$ cat src/rtl/seg_scan_driver.sv
// Six-digit common-anode 7-segment scanner with dwell blanking, leading-zero
// suppression and a frame-aligned load/acknowledge shadow register.
module seg_scan_driver #(
    parameter int N      = 10,
    parameter int DIGITS = 6,
    parameter int BLANK  = 4
) (
    input  logic        clk,
    input  logic        hard_reset,
    input  logic [23:0] digits_in,
    input  logic [5:0]  dp_in,
    input  logic        load,
    input  logic        blank_lz,
    output logic        load_ack,
    output logic        frame_start,
    output logic [6:0]  seg_n,
    output logic        dp_n,
    output logic [5:0]  an_n
);

    localparam logic [N-1:0] CNT_MAX  = '1;
    localparam logic [2:0]   LAST_IDX = 3'(DIGITS - 1);

    logic [N-1:0] cnt_q, cnt_d;
    logic [2:0]   idx_q, idx_d;
    logic [23:0]  shadow_dig_q, shadow_dig_d;
    logic [5:0]   shadow_dp_q, shadow_dp_d;
    logic [6:0]   seg_n_q, seg_n_d;
    logic         dp_n_q, dp_n_d;
    logic [5:0]   an_n_q, an_n_d;
    logic         load_ack_q, load_ack_d;
    logic         frame_start_q, frame_start_d;

    logic         boundary;
    logic         in_dwell_blank;
    logic         lz_blank;
    logic [3:0]   cur_dig;
    logic [5:0]   zero_from;

    function automatic logic [6:0] seg_decode(input logic [3:0] v);
        case (v)
            4'd0:    return 7'b1000000;
            4'd1:    return 7'b1111001;
            4'd2:    return 7'b0100100;
            4'd3:    return 7'b0110000;
            4'd4:    return 7'b0011001;
            4'd5:    return 7'b0010010;
            4'd6:    return 7'b0000010;
            4'd7:    return 7'b1111000;
            4'd8:    return 7'b0000000;
            4'd9:    return 7'b0010000;
            default: return 7'b0111111;
        endcase
    endfunction

    generate
        if (BLANK == 0) begin : g_no_blank
            assign in_dwell_blank = 1'b0;
        end else begin : g_blank
            localparam logic [N-1:0] BLANK_CNT = N'(BLANK);
            assign in_dwell_blank = (cnt_q < BLANK_CNT);
        end
    endgenerate

    assign boundary = (cnt_q == CNT_MAX) && (idx_q == LAST_IDX);
    assign cur_dig  = shadow_dig_q[{idx_q, 2'b00} +: 4];

    // zero_from[i]: digit i and every digit to its left are zero with no dp lit.
    always_comb begin
        zero_from = '0;
        for (int i = 0; i < 6; i++) begin
            zero_from[i] = ((shadow_dig_q >> (4 * i)) == 24'd0) &&
                           ((shadow_dp_q >> i) == 6'd0);
        end
    end

    assign lz_blank = blank_lz && (idx_q != 3'd0) && zero_from[idx_q];

    always_comb begin
        cnt_d         = cnt_q + N'(1);
        idx_d         = idx_q;
        shadow_dig_d  = shadow_dig_q;
        shadow_dp_d   = shadow_dp_q;
        frame_start_d = boundary;
        load_ack_d    = boundary && load;

        if (cnt_q == CNT_MAX) begin
            idx_d = (idx_q == LAST_IDX) ? 3'd0 : idx_q + 3'd1;
        end

        // The shadow only changes between frames so a frame never mixes values.
        if (boundary && load) begin
            shadow_dig_d = digits_in;
            shadow_dp_d  = dp_in;
        end
    end

    always_comb begin
        seg_n_d = 7'h7F;
        dp_n_d  = 1'b1;
        an_n_d  = 6'h3F;
        if (!in_dwell_blank && !lz_blank) begin
            an_n_d  = ~(6'd1 << idx_q);
            seg_n_d = seg_decode(cur_dig);
            dp_n_d  = ~shadow_dp_q[idx_q];
        end
    end

    always_ff @(posedge clk) begin
        if (hard_reset) begin
            cnt_q         <= '0;
            idx_q         <= 3'd0;
            shadow_dig_q  <= 24'd0;
            shadow_dp_q   <= 6'd0;
            seg_n_q       <= 7'h7F;
            dp_n_q        <= 1'b1;
            an_n_q        <= 6'h3F;
            load_ack_q    <= 1'b0;
            frame_start_q <= 1'b0;
        end else begin
            cnt_q         <= cnt_d;
            idx_q         <= idx_d;
            shadow_dig_q  <= shadow_dig_d;
            shadow_dp_q   <= shadow_dp_d;
            seg_n_q       <= seg_n_d;
            dp_n_q        <= dp_n_d;
            an_n_q        <= an_n_d;
            load_ack_q    <= load_ack_d;
            frame_start_q <= frame_start_d;
        end
    end

    assign load_ack    = load_ack_q;
    assign frame_start = frame_start_q;
    assign seg_n       = seg_n_q;
    assign dp_n        = dp_n_q;
    assign an_n        = an_n_q;

endmodule

$ cat config.mk
export PLATFORM = sky130hd
export DESIGN_NAME = seg_scan_driver
export DESIGN_NICKNAME = d
export VERILOG_FILES = /design/src/rtl/seg_scan_driver.sv
export SDC_FILE = /design/constraint.sdc
export NUM_CORES = 1
export LEC_CHECK = 0
export BUFFER_PORTS_ARGS = -buffer_cell sky130_fd_sc_hd__buf_2
export CAP_MARGIN = 20
export CORE_MARGIN = 2
export CORE_UTILIZATION = 50
export CTS_CLUSTER_SIZE = 24
export DETAILED_ROUTE_END_ITERATION = 16
export PLACE_DENSITY_LB_ADDON = 0.08
export SLEW_MARGIN = 40
export SYNTH_ARGS = -nofsm -noshare
export SYNTH_HDL_FRONTEND = slang
export SYNTH_SLANG_ARGS = --single-unit
$ cat constraint.sdc
create_clock -name clk -period 3.24 [get_ports clk]
set_input_delay 0.162 -clock clk [delete_from_list [all_inputs] [get_ports clk]]
set_output_delay 0.162 -clock clk [all_outputs]
set_load 0.01 [all_outputs]
==> run metrics, run 1 <==
status=finished, final reports clean; CTS tree=yes; CP Capture Type=register; Post-synth ARST share=0%; fillers=487; Die ar.=5860 µm²; Mapped Avg Cell Area=8.65 µm²; GRT Total Usage=20.4%; Yosys top cell by area=dfxtp_1; net switching power figure=304 µW; Starting Density=51.5%; setup TNS=0 ps; Achievable Freq=376 MHz; final cell count without fillers=424; Worst-path clk slew=70 ps; routability cong.=0.887; total power=1590 µW; worst hold path type=in2reg; CORE AREA=5110 µm²; post-synthesis cell count=304; share of layout cells above drive strength 1=23.7%; Horiz. Die Dim=76.5 µm; crit path time final=2660 ps; sequential share of power=46.3%; global-route wire length before repair=9.27 mm; final net count=390; clk sinks=59; Ys Warns=0; Synth top area share=44.9%; DR vias/cell=5.13; Final Hold Fails=0; setup violators final=0; P_leak=0.00118 µW; drt pass-1 iters=4; Startpoint Class=register; diodes inserted=0; max_slew headroom=47.0%; met1 Track Usage GR=26.0%; Post-CTS Setup Inserts=0; CTS resizes=0; GRT Max-Usage Layer=met2; Mapped Area=2630 µm²; slowest cell delay on critical path=730 ps; PwrDens=507 nW/µm²; Seq/Total Area, Yosys=44.9%; Pint=1280 µW; switching portion of total power=19.2%; P&R area growth vs syn=19.1%; DR vias=2,177; worst-path fanout max=17; Util after Layout=61.3%; EDFF count, synth=0; critical-path cell list=mux4_2 -> a22oi_1 -> inv_1 -> ha_1 -> or3_1 -> a21oi_1 -> o21ai_1; number of remaining DRC errors=0; cts bufs inserted=9; number of port buffers=49; drt first-iter violations=107; top-count cell post-synth=nand2_1; CTS Hold Bufs=0; data required time of the worst path=3430 ps; arrival time worst endpoint=2850 ps; Die H=76.5 µm; maxcap violations=0; Worst Max-Slew Pin Slew=795 ps; Top FF cell, synth=dfxtp_1; initial antenna violation count=0; WL final=5.40 mm; DP Wirelength=3.79 mm; Slew Limit Fails=0; Crit Path Class=reg2reg; top cells by count, synth=68 x nand2_1, 59 x dfxtp_1, 40 x a21oi_1; CTS HTree Levels=3; RSZ-0062 raised after global routing=false; grt met2 use=30.9%; crit path max-delay cell type=dfxtp_1; crit-path leading delay family=flip-flops; met3 Use GR=6.75%; CP bufs+invs=1; Root Buffer=clkbuf_8; num rows=26; wire length per cell=12.7 µm; fin crit share=82.1%; post-route ant nets=0; Clock Power Share=50.9%; I/O pin cnt=50; Combinational Power Share=2.9%; peak supply drop=320 µV; synth top area cells=dfxtp_1 45%, nand2_1 9.7%, a21oi_1 7.6%; clk buf depth=2; vias in the first global route=1,941; Synth Net Count=345; Yosys cell types=46; placed cell count=408; flops & latches, synth=59; pin count of the biggest net entering global routing=46; Final Skew=9.27 ps; GRT overflow=0; clock latency on the worst-skew pair=340 ps
[tightest hold or removal path: cells and delay by family]
| kind | cells | cell delay [ps] |
|---|---|---|
| AOI/OAI and AO/OA | 1 | 50 |
| buffers and inverters | 1 | 90 |
| and+or+nand+nor | 1 | 40 |
[cell type report]
class	instances	area (µm²)	area share, %
clock buffers	11	141	4.51
clock inverters	5	100	3.20
inverters	8	30.0	0.959
flip-flops and latches	59	1180	37.7
well taps	70	87.6	2.80
multi-input cells	219	1320	42.3
repair buffers	52	268	8.55
[power groups by stage]
stage | sequential [µW] | combinational, µW | clock, µW
finish | 735 | 45.4 | 808
global route | 735 | 50.7 | 868
detailed placement | 751 | 45.8 | 0
CTS | 735 | 46.1 | 822
global placement | 751 | 45.5 | 0
floorplan | 753 | 19.2 | 0
[per-stage QoR]
stage / hold slack (ps) / worst slack (ps) / cell area [µm²]
floorplan: 284 / 975 / 2630
global placement: 404 / 708 / 2890
detailed placement: 408 / 631 / 2890
finish: 54.8 / 581 / 3130
CTS: 42.5 / 584 / 3130
global route: 46.4 / 336 / 3130
[cell families after synthesis]
group	synth area share [%]
buffers and inverters	4.76
AO/OA/AOI/OAI	13.7
multiplexers	7.33
AND/OR/NAND/NOR	23.6
flip-flops	44.9
XOR/XNOR	2.33
adder cells (fa/ha/maj)	3.33
[flip-flops by register name, summed over array words and instances, names as in the netlist]
signal,cells
shadow_dig_q,24
load_ack,1
cnt_q,10
idx_q,3
seg_n,7
dp_n,1
an_n,6
frame_start,1
shadow_dp_q,6
[cells in the final DEF, fill, tap and decap left out, drive strengths merged, types with 2 or more instances in the layout]
cell and count:
buf 52, and2 2, nand2b 3, clkbuf 11
o21ai 12, mux4 4, nand4 3, or4 3
inv 7, mux2i 8, ha 7, dfxtp 59
bufinv 3, nand3 10, xnor2 4, nor2b 2
nand3b 2, xor2 3, clkinv 3, nor2 26
a21oi 40, mux2 2, nand2 68, or3 3
nor4 6
[per-layer routing]
metal | vias to the layer above | share of wire (%)
li1 | 1126 | -
met1 | 992 | 48
met2 | 50 | 45
met3 | 9 | 5.2
met4 | 0 | 2.0
met5 | - | 0
[final timing paths]
check               startpoint              end  slack (ps)  depth (start not counted)
hold reg to reg       cnt_q[0]         cnt_q[0]         450                          1
hold / removal    digits_in[2]  shadow_dig_q[2]          50                          3
setup reg to reg      idx_q[1]         seg_n[3]         580                          7
setup / recovery      idx_q[1]         seg_n[3]         580                          7
Power figures use the tool's default switching activity.
==> inputs of run 2 (changes only) <==
- clock period: 3.24 -> 2.74 ns (I/O delays scaled with it)
==> run metrics, run 2 (synthesis gave the netlist of run 1 again) <==
final net count=395 (+1.3%); slowest cell delay on critical path=620 ps (-110 ps); FF-to-FF setup slack=470 ps (-110 ps); Horiz. Die Dim=76.5 µm (unchanged); GRT Total Usage=20.1% (-0.30 points); setup violators final=0 (unchanged); commonest cells after routing, fill and taps aside=68 x nand2_1, 59 x dfxtp_1, 49 x buf_2; Final Skew=6.02 ps (-3.26 ps); most flop-heavy register=shadow_dig_q; Root Buffer=clkbuf_8; worst hold path type=in2reg; clk buf depth=2 (unchanged); global-route wire length before repair=9.21 mm (-0.67%); CTS resizes=0 (unchanged); RR Endpoint=seg_n[3]; Crit Path Class=reg2reg; num rows=26 (unchanged); CTS HTree Levels=3 (unchanged); Slew Limit Fails=0 (unchanged); P&R area growth vs syn=18.6%; WL final=5.52 mm (+2.1%); CORE AREA=5110 µm² (unchanged); DR vias/cell=5.12 (-0.35%); max_slew headroom=67.7% (+21 points); Starting Density=51.5% (unchanged); crit path max-delay cell type=dfxtp_1; fin crit share=83.0% (+0.92 points); CTS tree=yes; peak supply drop=301 µV (-5.8%); drt first-iter violations=71 (-34%); data required time of the worst path=2940 ps (-490 ps); Routed met2 length=2.57 mm (+5.9%); Achievable Freq=440 MHz (+17%); clock latency on the worst-skew pair=320 ps (-20 ps); DR vias=2,195 (+0.83%); cts bufs inserted=9 (unchanged); number of flip-flops under the largest register name=24 (unchanged); hold path startpoint=digits_in[6]; share of layout cells above drive strength 1=24.2% (+0.51 points); max layer used=met4; setup TNS=0 ps (unchanged); maxcap violations=0 (unchanged); GRT overflow=0 (unchanged); RSZ-0062 raised after global routing=false; P_leak=0.00118 µW (about the same); CTS Hold Bufs=0 (unchanged); FF/Latch Area=1180 µm² (unchanged); Die ar.=5860 µm² (unchanged); wire length per cell=12.9 µm (+0.96%); initial antenna violation count=0 (unchanged); number of remaining DRC errors=0 (unchanged); PwrDens=519 nW/µm² (+2.5%); Die H=76.5 µm (unchanged); diodes inserted=0 (unchanged); Final Hold Fails=0 (unchanged); Worst-path clk slew=60 ps (about the same); post-route ant nets=0 (unchanged); Worst Max-Slew Pin Slew=484 ps (-311 ps); Util after Layout=61.1% (-0.22 points); clk sinks=59 (unchanged); Post-CTS Setup Inserts=0 (unchanged); routability cong.=0.890 (+0.34%); most common cell after layout, fill and taps aside=nand2_1; total power=1620 µW (+2.1%); arrival time worst endpoint=2480 ps (-370 ps); worst-path fanout max=13 (-4); Startpoint Class=register; fillers=484 (-0.62%); critical-path cell list=mux2i_1 -> mux4_2 -> ha_1 -> or3_1 -> a21oi_1 -> o21ai_1; status=finished, final reports clean; crit path time final=2270 ps (-385 ps); I/O pin cnt=50 (unchanged); Metal-1 WL=2.65 mm (+2.3%); CP Capture Type=register; worst-case reg-to-reg path depth=6 (-1); Min-Delay Path Depth=3 (unchanged); worst hold endpoint=shadow_dig_q[6]; DP Wirelength=3.92 mm (+3.4%); number of port buffers=49 (unchanged); RR Startpoint=idx_q[1]; pin count of the biggest net entering global routing=46 (unchanged); vias in the first global route=1,981 (+2.1%); DR WL met3=224 µm (-21%); area of the multi-input gates=1320 µm² (unchanged); drt pass-1 iters=4 (unchanged)
[run 2: stage by stage]
stage	setup WS [ps]	cells	hold WS [ps]	area (µm²)
after floorplan	475	304	259	2630
after global placement	513	412	378	2920
after detailed placement	445	412	384	2920
after CTS	445	428	32.0	3090
after global routing	255	429	36.2	3120
final	466	429	48.7	3120
[run 2: worst max-delay path by stage]
stage               startpoint  slack (ps)  depth (start not counted)       end
global route          idx_q[1]         250                          7  seg_n[3]
global placement      idx_q[1]         510                          6  seg_n[3]
CTS                   idx_q[1]         450                          6  seg_n[3]
finish                idx_q[1]         470                          6  seg_n[3]
floorplan             idx_q[0]         480                          8  seg_n[3]
detailed placement    idx_q[1]         440                          6  seg_n[3]
[run 2: where the power goes]
part | total, µW | switching (µW) | internal, µW | leakage (µW)
clock network | 692 | 316 | 376 | 0.0000905
logic | 59.1 | 27.9 | 31.2 | 0.000611
registers | 869 | 3.87 | 866 | 0.000477
total | 1620 | 348 | 1270 | 0.00118
[run 2: critical path: cells and delay by family, from the launching register on]
family                     cells  cell delay, ps
DFF                            1             620
adders and majority gates      1             220
AOI/OAI and AO/OA              2             280
muxes                          2             680
and+or+nand+nor                1             360
[run 2: area by class of cell]
type | instances | area share, %
inverters | 8 | 0.962
flip-flops and latches | 59 | 37.9
clock inverters | 2 | 0.321
clock buffers | 14 | 5.21
repair buffers | 57 | 10.4
well taps | 70 | 2.81
multi-input cells | 219 | 42.4
[run 2: layer usage]
layer	global-route usage [%]	up-vias
met2	30.7	56
li1	-	1140
met1	25.8	995
met5	0	-
met4	11.3	0
met3	5.21	4
